`config.mk`:
```
export PLATFORM = sky130hd
export DESIGN_NAME = approx_pp_reducer
export DESIGN_NICKNAME = d
export VERILOG_FILES = /design/src/rtl/approx_mult_pkg.sv /design/src/rtl/approx_col_compressor.sv /design/src/rtl/approx_pp_reducer.sv
export SDC_FILE = /design/constraint.sdc
export NUM_CORES = 1
export LEC_CHECK = 0
export CORE_UTILIZATION = 50
export CTS_BUF_LIST = sky130_fd_sc_hd__clkbuf_16
export DETAILED_ROUTE_END_ITERATION = 10
export PLACE_DENSITY_LB_ADDON = 0.1
export SETUP_SLACK_MARGIN = 0.2
export SYNTH_ARGS = -nofsm -noshare
export SYNTH_HDL_FRONTEND = slang
export SYNTH_SLANG_ARGS = --single-unit
```
`constraint.sdc`:
```
create_clock -name clk -period 3.2 [get_ports clk]
set_input_delay 0.96 -clock clk [delete_from_list [all_inputs] [get_ports clk]]
set_output_delay 0.96 -clock clk [all_outputs]
set_load 0.01 [all_outputs]
```
`src/rtl/approx_mult_pkg.sv`:
```
// Shared constants and reference arithmetic for the 6x6 approximate multiplier.
// approx_ref gives the golden product for a flattened partial-product matrix.
package approx_mult_pkg;

    localparam int N               = 6;
    localparam int PW              = 2 * N;
    localparam int APPROX_COLS_DEF = 3;

    // Low columns contribute OR(col) at their weight, high columns popcount(col).
    function automatic logic [PW-1:0] approx_ref(
        input logic [N*N-1:0] pp,
        input int             approx_cols = APPROX_COLS_DEF
    );
        int acc;
        int cnt;
        acc = 0;
        for (int k = 0; k < PW - 1; k++) begin
            cnt = 0;
            for (int idx = 0; idx < N * N; idx++) begin
                if ((idx / N) + (idx % N) == k) begin
                    cnt += int'(pp[idx]);
                end
            end
            if (k < approx_cols) begin
                cnt = (cnt != 0) ? 1 : 0;
            end
            acc += cnt << k;
        end
        return acc[PW-1:0];
    endfunction

endpackage

```
`src/rtl/approx_col_compressor.sv`:
```
// Stage-1 combinational reduction of the partial-product matrix.
// op_a carries the OR of each approximated column, op_b the weighted exact popcounts.
module approx_col_compressor
    import approx_mult_pkg::*;
#(
    parameter int APPROX_COLS = APPROX_COLS_DEF
) (
    input  logic [N*N-1:0] pp_flat_i,
    output logic [PW-1:0]  op_a_o,
    output logic [PW-1:0]  op_b_o
);

    logic          col_or;
    logic [PW-1:0] col_cnt;

    // Walk columns by weight; approximated bits never overlap so op_a needs no adder.
    always_comb begin
        op_a_o  = '0;
        op_b_o  = '0;
        col_or  = 1'b0;
        col_cnt = '0;
        for (int k = 0; k < PW - 1; k++) begin
            col_or  = 1'b0;
            col_cnt = '0;
            for (int i = 0; i < N; i++) begin
                for (int j = 0; j < N; j++) begin
                    if (i + j == k) begin
                        col_or  = col_or | pp_flat_i[i*N+j];
                        col_cnt = col_cnt + PW'(pp_flat_i[i*N+j]);
                    end
                end
            end
            if (k < APPROX_COLS) begin
                op_a_o[k] = col_or;
            end else begin
                op_b_o = op_b_o + (col_cnt << k);
            end
        end
    end

endmodule

```
`src/rtl/approx_pp_reducer.sv`:
```
// Two-stage partial-product reducer: S1 compresses columns, S2 adds the two operands.
// Both stages use valid bits with a ready chain so the pipe streams at one result per cycle.
module approx_pp_reducer
    import approx_mult_pkg::*;
#(
    parameter int APPROX_COLS = APPROX_COLS_DEF,
    parameter int CNT_W       = 16
) (
    input  logic             clk,
    input  logic             rst,
    input  logic             in_valid,
    output logic             in_ready,
    input  logic [N*N-1:0]   pp_flat,
    output logic             out_valid,
    input  logic             out_ready,
    output logic [PW-1:0]    prod,
    output logic [CNT_W-1:0] out_count
);

    logic             s1_valid_q;
    logic             s2_valid_q;
    logic [PW-1:0]    op_a_q;
    logic [PW-1:0]    op_b_q;
    logic [PW-1:0]    op_a_d;
    logic [PW-1:0]    op_b_d;
    logic [PW-1:0]    prod_q;
    logic [CNT_W-1:0] cnt_q;
    logic             s1_load;
    logic             s2_load;

    approx_col_compressor #(
        .APPROX_COLS(APPROX_COLS)
    ) u_comp (
        .pp_flat_i(pp_flat),
        .op_a_o   (op_a_d),
        .op_b_o   (op_b_d)
    );

    assign s2_load   = !s2_valid_q || out_ready;
    assign s1_load   = !s1_valid_q || s2_load;
    assign in_ready  = s1_load;
    assign out_valid = s2_valid_q;
    assign prod      = prod_q;
    assign out_count = cnt_q;

    // S1: capture compressed operands whenever the stage is free to move.
    always_ff @(posedge clk or posedge rst) begin
        if (rst) begin
            s1_valid_q <= 1'b0;
            op_a_q     <= '0;
            op_b_q     <= '0;
        end else if (s1_load) begin
            s1_valid_q <= in_valid;
            if (in_valid) begin
                op_a_q <= op_a_d;
                op_b_q <= op_b_d;
            end
        end
    end

    // S2: final add; holds the product while downstream stalls.
    always_ff @(posedge clk or posedge rst) begin
        if (rst) begin
            s2_valid_q <= 1'b0;
            prod_q     <= '0;
        end else if (s2_load) begin
            s2_valid_q <= s1_valid_q;
            if (s1_valid_q) begin
                prod_q <= op_a_q + op_b_q;
            end
        end
    end

    // Count products handed off downstream; wraps naturally.
    always_ff @(posedge clk or posedge rst) begin
        if (rst) begin
            cnt_q <= '0;
        end else if (s2_valid_q && out_ready) begin
            cnt_q <= cnt_q + 1'b1;
        end
    end

endmodule

```
==> impl_metrics.toml <==
[logic_synthesis]
syn-num-nets = 299
ys_ff_latch = 42
synth_flop_cell = "sky130_fd_sc_hd__dfrtp_1"
ys_async_sr_fraction_pct = 100
syn_inst_count = 216
synth.cell_area_um2 = 2560
synth.distinct_cells = 25
synth.area.mux_share_pct = 8.79
sequential_cell_area_fraction_in_the_yosys_report_pct = 41.0
main_combinational_cell_family_by_area_after_synthesis = "adder cells"
synth_area_in_compound_gates_pct = 1.95
synth_xor_xnor_area_share_pct = 6.50
synthAdderAreaFrac_pct = 26.3
syn_area_per_cell_um2 = 11.9
synth.yosys.warnings = 0
synth_simple_gate_area_share_pct = 8.60
number_of_enable_flip_flop_cells_after_synthesis = 0

[floorplan]
placeableCoreArea_um2 = 4820
ioPinCount = 70
floorplan.die_area_um2 = 5410
die_w_um = 73.6
floorplan.die.height_um = 73.6
placement_rows = 25
floorplan.initialDensity_pct = 53.2

[finish]
num_antenna_cells = 0
filler_cell_count = 355
area_growth_pct = 44.0
nNetsFinal = 385
postLayoutCellArea_um2 = 3690
layout_common_cells = "sky130_fd_sc_hd__clkdlybuf4s50_1, sky130_fd_sc_hd__dfrtp_1, sky130_fd_sc_hd__inv_1, sky130_fd_sc_hd__mux2_2, sky130_fd_sc_hd__ha_1"
final_layout_size_suffix_gt1_share_pct = 24.1
layout.cells.most_common = "sky130_fd_sc_hd__clkdlybuf4s50_1"

[run_status]
violations = "setup timing"
outcome = "finished, violations left"

[setup_path]
setup.reg_to_reg.worst_slack_ns = 1.69
critical_path_peak_fanout = 2
cp_data_required_time_ns = 3.35
timing.critical_path.cells = "buf_6 -> fa_1 -> inv_1 -> fa_1 -> inv_1 -> ha_2 -> fa_2 -> fa_2 -> inv_2 -> fa_1 -> inv_2 -> ha_4 -> ha_4 -> fa_2 -> a21o_1 -> a21oi_2 -> xnor2_1 -> o21ai_1"
setup.worst_path.end_class = "flip-flop"
critical_path.startpoint_type = "primary input"
critical_path.slowest_cell = "sky130_fd_sc_hd__fa_1"
crit_type = "in2reg"
worst-endpoint-arrival_ns = 4.86
slowest_delay_ns = 0.52

[placed_design]
gp_congestion = 0.781
hpwl_mm = 3.61
placedInstanceArea_um2 = 3460
place_worst_setup_slack_ns = -2.20
placement.io_buffers = 69

[global_routing]
antenna_violations_before_repair = 0
first_global_vias = 1785
total_global_routing_track_utilization_pct = 18.8
globalRoute.totalOverflow = 0
maximum_number_of_pins_on_one_net_before_global_route_repair = 19
grt_first_pass_wirelength_mm = 7.61

[clocking]
tritoncts = "built"
worst_setup_hold_path_clk_slew_ns = 0.06
clock_path_buffers = 2
number_of_buffers_created_by_cts = 5
clockRootBuffer = "sky130_fd_sc_hd__clkbuf_16"
deepest_level_of_the_cts_h_tree = 2
clk-insertion-delay-late_ns = 0.28
clock-sinks = 42

[hold_path]
timing.hold.worst.class = "reg2reg"

[sta]
timing.clock.skew_ns = 0.00188
timing_hold_violations_final = 0
rsz0062_at_grt = "yes"
clock.fmax_mhz = 213
final_critical_path_required_period_ns = 4.70
worst_pin_slew_ns = 0.535
setup_viol_count_final = 7
setup_total_negative_slack_ns = -7.64
drv_slew = 0
finalCritPeriodShare_pct = 147
final_critical_path_setup_slack_ns = -1.50
slew_headroom_pct = 64.2

[run]
maxCapViolations = 0

[route]
drt_first_pass_iters = 4
via_count = 1778
drt_first_iter_violations = 40
finalWirelength_mm = 4.44
drt-vias-per-instance = 4.81
detail_route.drc_violations = 0
detailed_route_wire_length_per_cell_um = 12.0
post_route_ant_nets = 0

[pwr]
power_uw = 2560
peakVddDrop_v = 0.000317
power_per_standard_cell_area_nw_per_um2 = 695
cellLeakagePower_uw = 0.00176
state kept, by name, indices dropped and copies added, names as in the netlist:
register / flops
out_count: 16
op_a_q: 3
prod: 12
s1_valid_q: 1
op_b_q: 9
out_valid: 1
critical path: cells and delay by family:
kind                       cells  cell delay [ns]
buffers and inverters          5             0.33
xor gates and xnor gates       1             0.12
adders and majority gates      9             3.09
AOI/OAI and AO/OA              3             0.36
repair_timing:
action	4_1_cts	5_1_grt
buffers inserted	1	1
pin swaps	13	15
resized for setup	24	9
hold buffers	0	0
hold endpoints to repair	0	0
endpoints found under the setup margin	8	7
final timing paths:
check,from,to,cells after the start
hold reg to reg,out_count[15],out_count[15],1
max in group asynchronous,rst,op_b_q[10],3
setup reg to reg,out_valid,op_b_q[5],4
min in group asynchronous,rst,op_a_q[0],2
setup / recovery,pp_flat[10],op_b_q[11],18
hold / removal,out_count[15],out_count[15],1
cells in the mapped netlist (all sizes together), types with 5 or more instances:
master / instances / share of area, %
xor2: 8 / 2.7
o21ai: 5 / 0.98
fa: 18 / 14
nor2: 6 / 0.88
nand3: 6 / 1.4
ha: 25 / 12
inv: 44 / 6.4
dfrtp: 42 / 41
mux2: 20 / 8.8
xnor2: 11 / 3.8
nand2: 13 / 2.0
metrics by stage:
| step | hold slack, ns | instances | utilization, % |
|---|---|---|---|
| 3_5_place_dp | 0.463 | 360 | 71.8 |
| 2_1_floorplan | 0.446 | 216 | - |
| 3_3_place_gp | 0.461 | 360 | 71.8 |
| 5_1_grt | 0.501 | 370 | 76.5 |
| 6_report | 0.468 | 370 | 76.5 |
| 4_1_cts | 0.475 | 369 | 76.1 |
power by group:
part | internal, uW | switching (uW)
Sequential | 701 | 115
Combinational | 695 | 496
Clock | 364 | 191
Total | 1760 | 802
cell families after synthesis:
family | count (synthesis)
xor gates and xnor gates | 19
AOI/OAI and AO/OA | 9
adders and majority gates | 43
DFF | 42
muxes | 20
and+or+nand+nor | 37
buffers and inverters | 46
final cells by class:
class / count / area [um2] / area share (%)
clock inverters: 3 / 40.0 / 1.09
multi-input cells: 128 / 1450 / 39.4
flip-flops and latches: 42 / 1050 / 28.5
well taps: 67 / 83.8 / 2.27
repair buffers: 81 / 769 / 20.9
inverters: 44 / 165 / 4.48
clock buffers: 5 / 125 / 3.39
metal layers:
layer	GRT usage, %	share of wire [%]	up-vias	wire length, um
li1	-	-	851	-
met1	20.8	39	874	1750
met2	35.0	56	46	2470
met3	3.70	2.9	7	130
met4	7.69	1.8	0	81
met5	0	0	-	0
Note: power is estimated with default switching activity, not from simulation.
==> edit 1, RTL diff (same flow settings) <==
Make the reset (`rst`) synchronous in 3 clocked blocks.
--- a/src/rtl/approx_pp_reducer.sv
+++ b/src/rtl/approx_pp_reducer.sv
@@ -45,5 +45,5 @@
 
     // S1: capture compressed operands whenever the stage is free to move.
-    always_ff @(posedge clk or posedge rst) begin
+    always_ff @(posedge clk) begin
         if (rst) begin
             s1_valid_q <= 1'b0;
@@ -60,5 +60,5 @@
 
     // S2: final add; holds the product while downstream stalls.
-    always_ff @(posedge clk or posedge rst) begin
+    always_ff @(posedge clk) begin
         if (rst) begin
             s2_valid_q <= 1'b0;
@@ -73,5 +73,5 @@
 
     // Count products handed off downstream; wraps naturally.
-    always_ff @(posedge clk or posedge rst) begin
+    always_ff @(posedge clk) begin
         if (rst) begin
             cnt_q <= '0;
Function: differs if rst is asserted again (counterexample within 4 cycles, from zero or initial values and one cycle with rst high); with rst held inactive, the same outputs for 10 cycles.
==> edit 1 against the unedited design <==
  * Routed wire length grew 18%
  * Non-clock buffer count grew 1
  * Setup slack lost 0.16 ns
  * Sequential share of layout area shrank 5.2 points
  * Global-route usage grew 2.3 points
  * Via count grew 17%
  * The run still ends with negative setup slack left
  * Final cell count grew 13%
  * Power shrank 24%
  * Synthesized area shrank 0.78%
  * Cell area shrank 2.0%
  * Clock power shrank 10%
  * Highest routed layer unchanged
  * Sequential cell count is the same
  * Maximum frequency shrank 3.2%
  * Utilization shrank 1.5 points
==> edit 1: results (changes against the unedited design) <==
Placed design
  – Routability-driven placement congestion ratio: 0.8782 (+13%)
  – DP Cell Count: 408 (+13%)
  – Worst slack at placement: -2.324 ns (-0.1195 ns)

Routing
  – WL met2: 2622 µm (+6.2%)
  – 1st-iter DRT viols: 83 (+110%)
  – DR WL met3: 186 µm (+43%)

Run status
  – Status: finished, violations left
  – Failing checks: negative setup slack

Synthesis
  – Async SR Flop Fraction: 0 (-1.000)
  – Post-synthesis cell type count: 34 (+36%)
  – Register area share after synthesis: 0.3309 (-0.07949)
  – Commonest cells in the netlist: 44 x inv_1, 42 x dfxtp_1, 29 x nor2_1
  – Gate Count Post-Synth: 271 (+25%)
  – Syn nets: 352 (+18%)
  – Area contributors post-synth: dfxtp_1 33%, fa_1 15%, ha_1 11%
  – Synth Flop Type: dfxtp_1

Finish
  – Layout cell share with drive strength beyond 1: 0.1652 (-0.07568)
  – Non-Filler Instances: 418 (+13%)
  – Layout net count: 431 (+12%)
  – Fillers: 366 (+3.1%)

Global routing
  – Largest net degree at the start of global routing: 20 (+1)
  – First-pass GRT wire length: 8763 µm (+15%)
  – GRT Total Usage: 0.2110 (+0.02297)
  – Via count of the first global-routing pass: 1,997 (+12%)

Worst setup path
  – Worst endpoint data arrival time: 4.99 ns (+0.13 ns)

Power and ir drop
  – VDD IR max: 0.0003176 V (+0.29%)

Timing
  – Final Skew: 0.005985 ns (+0.004108 ns)
  – Final setup fails: 7 (unchanged)
  – Setup slack after layout: -1.661 ns (-0.1559 ns)
-- edit 1: cell count changes in the layout (fill, tap and decap cells not counted), moves of 7 or more --
cell | unedited run | this run
a21oi_1 | 0 | 11
mux2_2 | 20 | 1
nor2_1 | 6 | 29
dfxtp_1 | 0 | 42
dfrtp_1 | 42 | 0
nand4_1 | 1 | 8
mux2i_1 | 0 | 13
-- edit 1: final timing paths --
kind                                    from             to  slack, ns
worst max-delay path              pp_flat[5]     op_b_q[11]      -1.66
worst max register to register  out_count[2]  out_count[15]       1.47
worst min-delay path               op_b_q[8]      op_b_q[8]       0.46
worst min register to register     op_b_q[8]      op_b_q[8]       0.46
-- edit 1: cells by family (layout without fill, tap and decap cells) --
group                      count (synthesis)  count (layout)  share of synthesized area
AOI/OAI and AO/OA                         24              24                    0.05514
muxes                                     14              14                    0.05564
DFF                                       42              42                     0.3309
adders and majority gates                 41              41                     0.2580
and+or+nand+nor                           84              84                     0.1679
buffers and inverters                     54             134                    0.09109
xor gates and xnor gates                  12              12                    0.04136
-- edit 1: power by group --
group | internal [µW] | switching (µW) | total [µW]
Combinational | 453 | 396 | 849
Clock | 293 | 206 | 498
Sequential | 575 | 28.2 | 604
-- edit 1: timing repair --
action	4_1_cts	5_1_grt
endpoints found under the setup margin	8	7
hold buffers	0	0
pin swaps	21	11
setup buffers	1	1
gates cloned	0	0
resized for setup	34	5
-- edit 1: worst max-delay path: cells and delay by family --
kind | cells | cell delay [ns]
compound gates | 3 | 0.39
xor+xnor | 1 | 0.12
fa+ha+maj | 9 | 3.26
buf+inv | 5 | 0.27
-- edit 1: metal layers --
metal | vias up | global-route usage
met5 | - | 0
met4 | 0 | 0.05769
met2 | 45 | 0.3652
met1 | 993 | 0.2684
li1 | 1040 | -
met3 | 7 | 0.04252
-- edit 1: area by class of cell --
type / instances / area share
tap: 67 / 0.02319
clock inverter: 3 / 0.006923
multi-input combinational: 175 / 0.4396
timing repair buffer: 82 / 0.2174
sequential: 42 / 0.2326
inverter: 44 / 0.04569
clock buffer: 5 / 0.03461
-- edit 1: per-stage QoR --
step	util	TNS, ns	instance area [µm²]
2_1_floorplan	-	-8.255	2609
3_3_place_gp	0.7057	-11.80	3400
3_5_place_dp	0.7057	-12.39	3400
4_1_cts	0.7447	-8.130	3587
5_1_grt	0.7504	-8.739	3615
6_report	0.7504	-8.031	3615
==> edit 2, RTL diff (same settings) <==
Without the edit above. Set the package constant `N` to 8 (it was 6).
--- a/src/rtl/approx_mult_pkg.sv
+++ b/src/rtl/approx_mult_pkg.sv
@@ -3,5 +3,5 @@
 package approx_mult_pkg;
 
-    localparam int N               = 6;
+    localparam int N               = 8;
     localparam int PW              = 2 * N;
     localparam int APPROX_COLS_DEF = 3;
Ports: changed (resized pp_flat and prod); port bits go from 70 to 102. No check against the original RTL was run, so the function may have changed too.
==> edit 2 against the unedited design <==
  * The flow still finishes with violations (negative setup slack)
  * Routed wire length is 79% higher
  * Register-to-register slack worse by 0.03 ns
  * Maximum frequency is 21% lower
  * Cell area grew 62%
  * Clock skew is 0.0020 ns higher
  * Synthesized area up 57%
  * Combinational power grew to 3.8 times the old value
  * Sequential cell count increased by 8
  * Sequential power rose by 24%
  * Die area up 56%
  * Setup slack got worse by 1.2 ns
  * Power increased by 140%
  * Critical path type unchanged
  * Critical endpoint is now op_b_q[15]
  * Largest power group unchanged
  * Highest routed layer unchanged
==> edit 2: results (changes against the unedited design) <==
Synthesis
  – Post-synthesis cell type count: 33 (+32%)
  – Multiplexer share of the synthesized area: 0.07518 (-0.01275)
  – Xor and xnor area share after synthesis: 0.05002 (-0.01496)
  – Syn nets: 525 (+76%)
  – Register area share after synthesis: 0.3107 (-0.09970)
  – Synth Area in Adders: 0.3821 (+0.1193)
  – Synth Area in Compound Gates: 0.03107 (+0.01152)
  – Area contributors post-synth: dfrtp_1 31%, fa_1 20%, ha_1 18%

Routing
  – Routed wire per std cell: 13.39 µm (+12%)
  – Via Count: 2,920 (+64%)

Global routing
  – First-pass GRT wire length: 13,700 µm (+80%)
  – Largest net degree at the start of global routing: 32 (+13)
  – Via count of the first global-routing pass: 3,186 (+78%)
  – GRT Total Usage: 0.2002 (+0.01213)

Power and ir drop
  – Lkg Pwr: 0.002815 µW (+60%)
  – VDD IR max: 0.0006652 V (+110%)

Timing
  – Final period util: 1.856 (+0.3861)
  – Final Skew: 0.003837 ns (+0.001960 ns)
  – Final setup fails: 11 (+4)
  – Setup slack after layout: -2.740 ns (-1.236 ns)
  – Worst slew pin tran: 0.6325 ns (+0.09739 ns)

Finish
  – Layout cell share with drive strength beyond 1: 0.2967 (+0.05582)
  – # diodes: 0 (unchanged)
  – Fillers: 529 (+49%)

Worst setup path
  – Worst endpoint data arrival time: 6.16 ns (+1.30 ns)
  – Worst Path Max Fanout: 3 (+1)

Placed design
  – IO Port Bufs: 101 (+46%)
  – Final HPWL DP: 5996 µm (+66%)
  – Routability-driven placement congestion ratio: 0.7664 (-1.8%)
  – Placed Area: 5444 µm² (+57%)

Run status
  – Failing checks: negative setup slack
  – Status: finished, violations left
==> edit 2: cell types whose count changed in the layout (fill, tap and decap cells not counted), moves of 12 or more <==
cell             change
fa_1                +17
buf_4               +15
inv_1               +30
clkdlybuf4s50_1     +18
ha_1                +12
inv_2               +16
ha_4                +24
==> edit 2: cell families after synthesis <==
| family | after synthesis |
|---|---|
| AO/OA/AOI/OAI | 19 |
| XOR/XNOR | 23 |
| AND/OR/NAND/NOR | 49 |
| flip-flops | 50 |
| adder cells (fa/ha/maj) | 99 |
| buffers and inverters | 91 |
| multiplexers | 27 |
==> edit 2: per-layer routing <==
metal	up-vias	global-route usage	wire (µm)
li1	1392	-	-
met4	0	0.05859	141
met2	79	0.3709	4278
met5	-	0	0
met1	1437	0.2442	3264
met3	12	0.02322	268
==> edit 2: metrics by stage <==
step	hold slack [ns]	power [µW]	cells	setup WS, ns	utilization
finish	0.4728	6070	594	-2.740	0.7679
global route	0.5052	6594	594	-2.865	0.7679
CTS	0.4825	5826	592	-2.752	0.7585
detailed placement	0.4741	4325	582	-3.553	0.7009
global placement	0.4604	4222	582	-3.391	0.7009
floorplan	0.4460	3154	358	-2.863	-
==> edit 2: final cells by class <==
type | count | area [µm²] | share of cell area
multi-input cells | 217 | 2914 | 0.4886
repair buffers | 129 | 1204 | 0.2018
clock inverters | 3 | 12.51 | 0.002098
flip-flops and latches | 50 | 1251 | 0.2098
inverters | 88 | 330.3 | 0.05538
well taps | 102 | 127.6 | 0.02140
clock buffers | 5 | 125.1 | 0.02098
==> edit 2: worst paths after layout <==
kind                                from            end  slack [ns]  cells past startpoint
max reg2reg                    out_valid      op_b_q[9]        1.66                      5
min in group asynchronous            rst        prod[2]        1.08                      2
min reg2reg                out_count[15]  out_count[15]        0.47                      1
max                           pp_flat[7]     op_b_q[15]       -2.74                     22
min                        out_count[15]  out_count[15]        0.47                      1
max in group asynchronous            rst     op_b_q[14]        1.52                      3
==> edit 2: timing repair <==
item	CTS	global route
setup buffers	2	2
pin swaps	56	41
resized for setup	110	11
hold buffers	0	0
setup endpoints to repair	12	11
==> edit 2: report_power, final <==
group          switching, µW  internal (µW)
Combinational           2000           2570
Sequential               148            861
Clock                    209            283
Total                   2360           3710
